`src/rtl/pipeline_hazard_unit.sv`:
```
// Hazard controller for an N-stage in-order pipeline.
// Turns per-stage stall and redirect requests into pipeline-register
// stall/flush controls, a PC hold and a PC redirect. It also keeps
// saturating performance counters and a front-end deadlock watchdog.
module pipeline_hazard_unit #(
    parameter int NUM_STAGES = 5,
    parameter int ADDR_WIDTH = 32,
    parameter int DELAY_SLOT = 1,
    parameter int CNT_WIDTH  = 32,
    parameter int WDOG_LIMIT = 1024,
    parameter int SEL_WIDTH  = $clog2(NUM_STAGES + 2)
) (
    input  logic                             clk,
    input  logic                             rst,
    input  logic [NUM_STAGES-1:0]            stall_req,
    input  logic [NUM_STAGES-1:0]            redirect_valid,
    input  logic [NUM_STAGES*ADDR_WIDTH-1:0] redirect_target,
    output logic                             pc_stall,
    output logic [NUM_STAGES-2:0]            reg_stall,
    output logic [NUM_STAGES-2:0]            reg_flush,
    output logic                             load_pc_we,
    output logic [ADDR_WIDTH-1:0]            load_pc_new,
    input  logic [SEL_WIDTH-1:0]             perf_sel,
    input  logic                             perf_clear,
    output logic [CNT_WIDTH-1:0]             perf_data,
    output logic                             deadlock
);

    localparam int IDX_W = (NUM_STAGES > 1) ? $clog2(NUM_STAGES) : 1;
    localparam int WD_W  = $clog2(WDOG_LIMIT + 1);
    localparam logic [CNT_WIDTH-1:0] CNT_MAX = '1;
    localparam logic [WD_W-1:0]      WD_LIM  = WD_W'(WDOG_LIMIT);

    logic [NUM_STAGES-1:0] stall_eff;
    logic [NUM_STAGES-1:0] redir_eff;
    logic [NUM_STAGES-1:0] stage_stall;
    logic [NUM_STAGES-1:0] eligible;
    logic                  win_valid;
    logic [IDX_W-1:0]      win_idx;
    logic [ADDR_WIDTH-1:0] win_target;
    logic                  frozen;

    logic [CNT_WIDTH-1:0]  stall_cnt_reg [NUM_STAGES];
    logic [CNT_WIDTH-1:0]  redirect_cnt_reg;
    logic [CNT_WIDTH-1:0]  perf_data_reg;
    logic [CNT_WIDTH-1:0]  sel_value;
    logic [WD_W-1:0]       wd_cnt_reg;
    logic                  deadlock_reg;

    // Apply the delay-slot defer, build the stall chain and pick the oldest redirect.
    always_comb begin
        stall_eff = stall_req;
        redir_eff = redirect_valid;
        // A stage-1 branch cannot redirect before its delay slot has been
        // fetched. It waits as a stage-1 stall until IF delivers the slot.
        if ((DELAY_SLOT != 0) && redirect_valid[1] && stall_req[0]) begin
            stall_eff[1] = 1'b1;
            redir_eff[1] = 1'b0;
        end
        stage_stall[NUM_STAGES-1] = stall_eff[NUM_STAGES-1];
        for (int s = NUM_STAGES - 2; s >= 0; s--) begin
            stage_stall[s] = stall_eff[s] | stage_stall[s+1];
        end
        // A stalled stage's redirect is ignored; that stage re-asserts it later.
        eligible  = redir_eff & ~stage_stall;
        win_valid = 1'b0;
        win_idx   = '0;
        for (int k = 0; k < NUM_STAGES; k++) begin
            if (eligible[k]) begin
                win_valid = 1'b1;
                win_idx   = IDX_W'(k);
            end
        end
    end

    assign win_target = redirect_target[int'(win_idx)*ADDR_WIDTH +: ADDR_WIDTH];

    // Per-register control. Registers younger than the winner (less the
    // delay slot) are squashed. A squash beats any stall.
    genvar gi;
    generate
        for (gi = 0; gi < NUM_STAGES - 1; gi++) begin : g_reg
            logic squash;
            assign squash        = win_valid && ((gi + DELAY_SLOT) < int'(win_idx));
            assign reg_stall[gi] = ~rst & ~squash & stage_stall[gi+1];
            assign reg_flush[gi] = rst | squash | (stage_stall[gi] & ~stage_stall[gi+1]);
        end
    endgenerate

    assign pc_stall    = rst | (~win_valid & stage_stall[0]);
    assign load_pc_we  = ~rst & win_valid;
    assign load_pc_new = load_pc_we ? win_target : '0;
    assign frozen      = pc_stall & ~load_pc_we;

    // Saturating stall-cause counters, which count raw requests before any defer, and the redirect counter.
    always_ff @(posedge clk) begin
        if (rst || perf_clear) begin
            for (int s = 0; s < NUM_STAGES; s++) begin
                stall_cnt_reg[s] <= '0;
            end
            redirect_cnt_reg <= '0;
        end else begin
            for (int s = 0; s < NUM_STAGES; s++) begin
                if (stall_req[s] && (stall_cnt_reg[s] != CNT_MAX)) begin
                    stall_cnt_reg[s] <= stall_cnt_reg[s] + 1'b1;
                end
            end
            if (load_pc_we && (redirect_cnt_reg != CNT_MAX)) begin
                redirect_cnt_reg <= redirect_cnt_reg + 1'b1;
            end
        end
    end

    // Readback mux: stall counters first, then the redirect counter, else zero.
    always_comb begin
        sel_value = '0;
        for (int s = 0; s < NUM_STAGES; s++) begin
            if (perf_sel == SEL_WIDTH'(s)) begin
                sel_value = stall_cnt_reg[s];
            end
        end
        if (perf_sel == SEL_WIDTH'(NUM_STAGES)) begin
            sel_value = redirect_cnt_reg;
        end
    end

    // Registered readout shows the counter value from before this edge's update.
    always_ff @(posedge clk) begin
        if (rst) begin
            perf_data_reg <= '0;
        end else begin
            perf_data_reg <= sel_value;
        end
    end

    // Watchdog: counts consecutive frozen front-end cycles and sets a sticky deadlock flag.
    always_ff @(posedge clk) begin
        if (rst || perf_clear) begin
            wd_cnt_reg   <= '0;
            deadlock_reg <= 1'b0;
        end else if (frozen) begin
            if (wd_cnt_reg != WD_LIM) begin
                wd_cnt_reg <= wd_cnt_reg + 1'b1;
            end
            if (wd_cnt_reg == WD_LIM - 1'b1) begin
                deadlock_reg <= 1'b1;
            end
        end else begin
            wd_cnt_reg <= '0;
        end
    end

    assign perf_data = perf_data_reg;
    assign deadlock  = deadlock_reg;

endmodule

```
`config.mk`:
```
export PLATFORM = sky130hd
export DESIGN_NAME = pipeline_hazard_unit
export DESIGN_NICKNAME = d
export VERILOG_FILES = /design/src/rtl/pipeline_hazard_unit.sv
export SDC_FILE = /design/constraint.sdc
export NUM_CORES = 1
export LEC_CHECK = 0
export ABC_AREA = 0
export CAP_MARGIN = 10
export CORE_MARGIN = 3
export CORE_UTILIZATION = 35
export DETAILED_ROUTE_END_ITERATION = 8
export PLACE_DENSITY = 0.59
export SYNTH_ARGS = -nofsm -noshare
export SYNTH_HDL_FRONTEND = slang
export SYNTH_SLANG_ARGS = --single-unit
```
`constraint.sdc`:
```
create_clock -name clk -period 3.7 [get_ports clk]
set_input_delay 0.74 -clock clk [delete_from_list [all_inputs] [get_ports clk]]
set_output_delay 0.74 -clock clk [all_outputs]
set_load 0.01 [all_outputs]
```
==> impl_metrics.yaml <==
logic_synthesis:
  ys_async_sr_fraction: 0
  ys_ff_latch: 236
  avgSynthCellArea_sq_um: 9.41
  syn_nets: 1645
  synth_area_leaders: "edfxtp_1 35%, dfxtp_1 11%, xor2_1 7.2%"
  synthesis.area_sq_mm: 0.0137
  synth_area_leader_cell: "edfxtp_1"
  synth-edff-count: 160
  ys_seq_area_frac: 0.460
  ys_types: 52
  netlist.area_leader.share: 0.350
  syn_inst: 1461
  synth_flop_cell: "edfxtp_1"
  yosys_warnings: 0
placement:
  gp_congestion: 0.954
  hpwl_um: 37700
  placed_cell_area_sq_mm: 0.0172
  port_buffers: 250
timing:
  layout_setup_ws_ns: -0.00308
  setup_viol: 1
  worstMarginPinSlew_ns: 0.750
  clock_skew_ns: 0.0191
  period_minus_slack_ns: 3.70
  rsz0062_at_grt: "true"
  drv_slew: 0
  finalCritPeriodShare: 1.00
  slew_headroom: 0.499
  finalHoldViolCount: 0
  fmax_mhz: 270
  hold_ws_ns: 0.493
routing:
  num_vias: 12700
  post_drt_wl_per_cell_um: 22.1
  ant_nets: 0
  drc: 0
  drt_first_pass_iters: 6
  dr.first_iter.drc_count: 1413
  totalWireLength_um: 50300
  routed_via_density: 5.58
global_route:
  overflow: 0
  track_usage: 0.230
  antenna_found_initial: 6
  grt_pass1_vias: 12000
  grt_first_pass_wirelength_um: 73700
  grt_max_degree: 105
floorplan:
  die_w_um: 204
  die_h_um: 204
  core-area_sq_mm: 0.0382
  initial_core_util: 0.360
  placementRows: 71
  ioPinCount: 251
  dieArea_sq_mm: 0.0417
final_layout:
  drive_gt1_frac: 0.111
  layout.nets: 1925
  final_area_sq_mm: 0.0182
  layout_common_cells: "260 x nor2_1, 212 x clkdlybuf4s50_1, 160 x edfxtp_1"
  final_common_cell: "nor2_1"
  largest_reg_flops: 160
  finalCoreUtilization: 0.477
  area_delta_synth_final_pct: 32.5
power_and_ir_drop:
  vdd_drop_max_uv: 290
  combPwrFrac: 0.123
  power_leakage_nw: 6.43
  report.power.total_w: 0.00666
  switching_share: 0.244
  clockPowerShare: 0.416
  p_sw_w: 0.00163
  p_per_area_mw_per_mm2: 366
  seqPwrFrac: 0.460
  internal_power_w: 0.00503
cts:
  postCtsHoldBufs: 0
  clkSinkCount: 236
  cts_tree: "built"
  cts_root_buf: "clkbuf_16"
  htree_levels: 1
  clk_pin_slew_ns: 0.06
  clock_latency_ns: 0.54
  cts_buffers: 27
  cts-root-to-sink-buffers: 3
hold_path:
  hold_path_class: "reg -> reg"
  hp-start: "deadlock$_SDFFE_PP0P_"
critical_path:
  rr_startpoint: "stall_cnt_reg[0][128]$_SDFFCE_PP0P_"
  crit_type: "in -> out"
  required_ns: 2.96
  endpoint_kind: "primary output"
  arrival_ns: 2.96
  crit_start: "stall_req[4]"
  worstPathMaxFanout: 8
  crit_path_start_kind: "input port"
job:
  maxCapViolations: 0
outcome:
  status: "finished, violations left"
  violations: "negative setup slack"
Yosys cell counts (all sizes together) (11+ instances only):
cell and number:
nor2 260, edfxtp 160, nand2 127, xor2 113
a22oi 80, nand3 79, dfxtp 76, xnor2 66
and3 60, clkbuf 55, nand4 53, a31oi 25
and4 24, buf 24, nor3 23, o21ai 23
a211oi 20, inv 20, o221ai 20, mux2i 18
a21oi 15, and2 14, nor2b 11
metrics by stage:
stage	worst slack, ns	instances	setup TNS (ns)
after detailed placement	-0.768	2216	-21.68
final	-0.00308	2276	-0.00308
after global routing	-0.0654	2276	-0.368
after floorplan	0.225	1461	0
after global placement	-0.718	2216	-20.23
after CTS	-0.0773	2270	-0.730
metal layers:
metal | wire length (um) | global-route usage
met1 | 19700 | 0.285
met2 | 24400 | 0.394
met3 | 3870 | 0.0382
met4 | 2310 | 0.104
met5 | 0 | 0
path summary, 6_finish.rpt:
kind                                         to  slack (ns)  cells past startpoint
min reg2reg               deadlock$_SDFFE_PP0P_        0.49                      2
max                             load_pc_new[20]      -0.003                      9
max reg2reg  stall_cnt_reg[0][10]$_SDFFCE_PP0P_        0.41                      8
min                       deadlock$_SDFFE_PP0P_        0.49                      2
cell families (layout without fill, tap and decap cells):
group,Yosys count,in the layout,share of synthesized area
mux,33,33,0.0320
other cells,0,6,0
compound gates,211,211,0.111
simple gates,695,695,0.245
xor+xnor,179,179,0.114
flops,236,236,0.460
fa+ha+maj,8,8,0.00728
buf+inv,99,397,0.0307
what timing repair did:
action | CTS | global route
setup endpoints to repair | 36 | 32
resized for setup | 160 | 16
cloned | 3 | 0
pin swaps | 14 | 15
buffers inserted | 4 | 2
worst max-delay path: stages:
cell	delay [ns]
dlygate4sd2_1	0.25
or3_4	0.42
or4_4	0.45
a31oi_4	0.22
buf_6	0.13
bufbuf_16	0.26
o221ai_2	0.09
a211oi_2	0.22
buf_2	0.17
final cells by class:
cell class | instances | area [sq um]
inverter | 20 | 75.1
clock inverter | 7 | 55.1
antenna | 6 | 15.0
clock buffer | 40 | 872
timing repair buffer | 330 | 3110
multi-input combinational | 1126 | 7110
fill | 3619 | 20000
tap | 511 | 639
sequential | 236 | 6330
power groups by stage:
| stage | registers [W] | clock network [W] | logic (W) |
|---|---|---|---|
| floorplan | 0.00308 | 0 | 0.000338 |
| global route | 0.00308 | 0.00294 | 0.000873 |
| detailed placement | 0.00312 | 0 | 0.000805 |
| finish | 0.00307 | 0.00277 | 0.000822 |
| CTS | 0.00306 | 0.00282 | 0.000816 |
| global placement | 0.00311 | 0 | 0.000800 |
Power figures use the tool's default switching activity.
==> patch, RTL diff (config.mk and constraints unchanged) <==
Set the parameter `CNT_WIDTH` to 48 (it was 32).
--- a/src/rtl/pipeline_hazard_unit.sv
+++ b/src/rtl/pipeline_hazard_unit.sv
@@ -8,3 +8,3 @@
     parameter int DELAY_SLOT = 1,
-    parameter int CNT_WIDTH  = 32,
+    parameter int CNT_WIDTH  = 48,
     parameter int WDOG_LIMIT = 1024,
Interface: changed (resized perf_data); port bits go from 251 to 267. No check against the original RTL was run, so the function may have changed too.
==> patch against the unedited design <==
Worst hold slack better by 0.020 ns. Routed wire length is 38% higher. Setup slack better by 0.042 ns. Largest power group unchanged. Sequential cell count is 112 higher. Fmax is 1.1% higher. Synthesized area is 45% higher. Count of clock-buffer cells in the layout is 15 higher. Largest cell class unchanged. Total power is 46% higher. Utilization is 1.8 points lower. Critical endpoint is now load_pc_new[2]. Final area is 40% higher.
==> patch: results (changes against the unedited design) <==
Status
  – Status: finished clean (was finished, violations left)

Min path
  – Critical hold path startpoint: redirect_cnt_reg[24] (was deadlock)

Synth
  – Post-synth net total: 2248 (was 1645)
  – Top post-synthesis cells by count: nor2_1 (381), edfxtp_1 (240), nand2_1 (175) (was nor2_1 (260), edfxtp_1 (160), nand2_1 (126))
  – Register area share after synthesis: 0.471 (was 0.460)
  – Distinct cells, synth: 51 (was 52)
  – Post-Syn Instances: 2064 (was 1461)

Place
  – I/O Buffers: 266 (was 250)
  – Placed Instances: 3078 (was 2216)
  – RePlAce Congestion: 1.09 (was 0.954)

Clock tree
  – H-tree Lvls: 2 (was 1)
  – Clk_lat worst skew: 0.59 ns (was 0.54 ns)
  – TritonCTS Buffers: 41 (was 27)

STA
  – Worst-margin pin slew: 1.08 ns (was 0.750 ns)
  – Final Skew: 0.0247 ns (was 0.0191 ns)

Critical path
  – R2R Setup Slk: 0.46 ns (was 0.41 ns)
  – Critical Path Fanout Max: 6 (was 8)
  – Critical Path Start: stall_req[3] (was stall_req[4])

GRT
  – Gr usage total: 0.226 (was 0.230)
  – Initial antenna violation count: 22 (was 6)
  – Largest net degree at the start of global routing: 57 (was 105)

Power
  – Clk power: 4210 µW (was 2770 µW)
  – Switching fraction of total power: 0.246 (was 0.244)
  – Logic pwr share: 0.101 (was 0.123)

Drt
  – Drt wl/cell: 21.9 µm (was 22.1 µm)
-- patch: what timing repair did --
action	CTS	global route
buffers inserted	5	0
pin swaps	7	7
resized for setup	132	13
endpoints found under the setup margin	34	31
cloned	1	0
-- patch: per-layer routing --
metal | part of all wire | up-vias | track usage
li1 | - | 8204 | -
met1 | 0.39 | 8564 | 0.280
met2 | 0.48 | 734 | 0.386
met3 | 0.081 | 125 | 0.0402
met4 | 0.045 | 2 | 0.0974
met5 | 0.00019 | - | 0
-- patch: cells by family after synthesis --
kind of cell               count (synthesis)  share of synthesized area
AOI/OAI and AO/OA                        258                     0.0885
xor gates and xnor gates                 262                      0.115
muxes                                     67                     0.0564
buffers and inverters                    138                     0.0280
and+or+nand+nor                          983                      0.236
DFF                                      348                      0.471
adders and majority gates                  8                    0.00503
-- patch: critical path, cell delays in order --
cell and delay (ns):
buf_6 0.09, or4_4 0.55, nor2_4 0.11, a32o_2 0.30, clkbuf_16 0.20, buf_4 0.13, mux4_2 0.49, nand2_1 0.07
a21oi_1 0.06, buf_2 0.16
-- patch: through the flow --
| step | utilization | setup slack [ns] | hold slack [ns] | power, µW |
|---|---|---|---|---|
| 6_report | 0.459 | 0.0389 | 0.513 | 9730 |
| 5_1_grt | 0.459 | -0.0116 | 0.541 | 10000 |
| 4_1_cts | 0.458 | -0.0531 | 0.514 | 9820 |
| 3_5_place_dp | 0.434 | -0.602 | 0.494 | 5590 |
| 3_3_place_gp | 0.434 | -0.547 | 0.488 | 5570 |
| 2_1_floorplan | - | 0.0103 | 0.449 | 5010 |
-- patch: layout make-up --
cell class	count	area (µm²)
inverter	39	146
clock buffer	55	1200
tap	748	936
antenna	15	37.5
sequential	348	9370
timing repair buffer	369	3550
multi-input combinational	1578	10100
fill	5294	30200
clock inverter	21	201
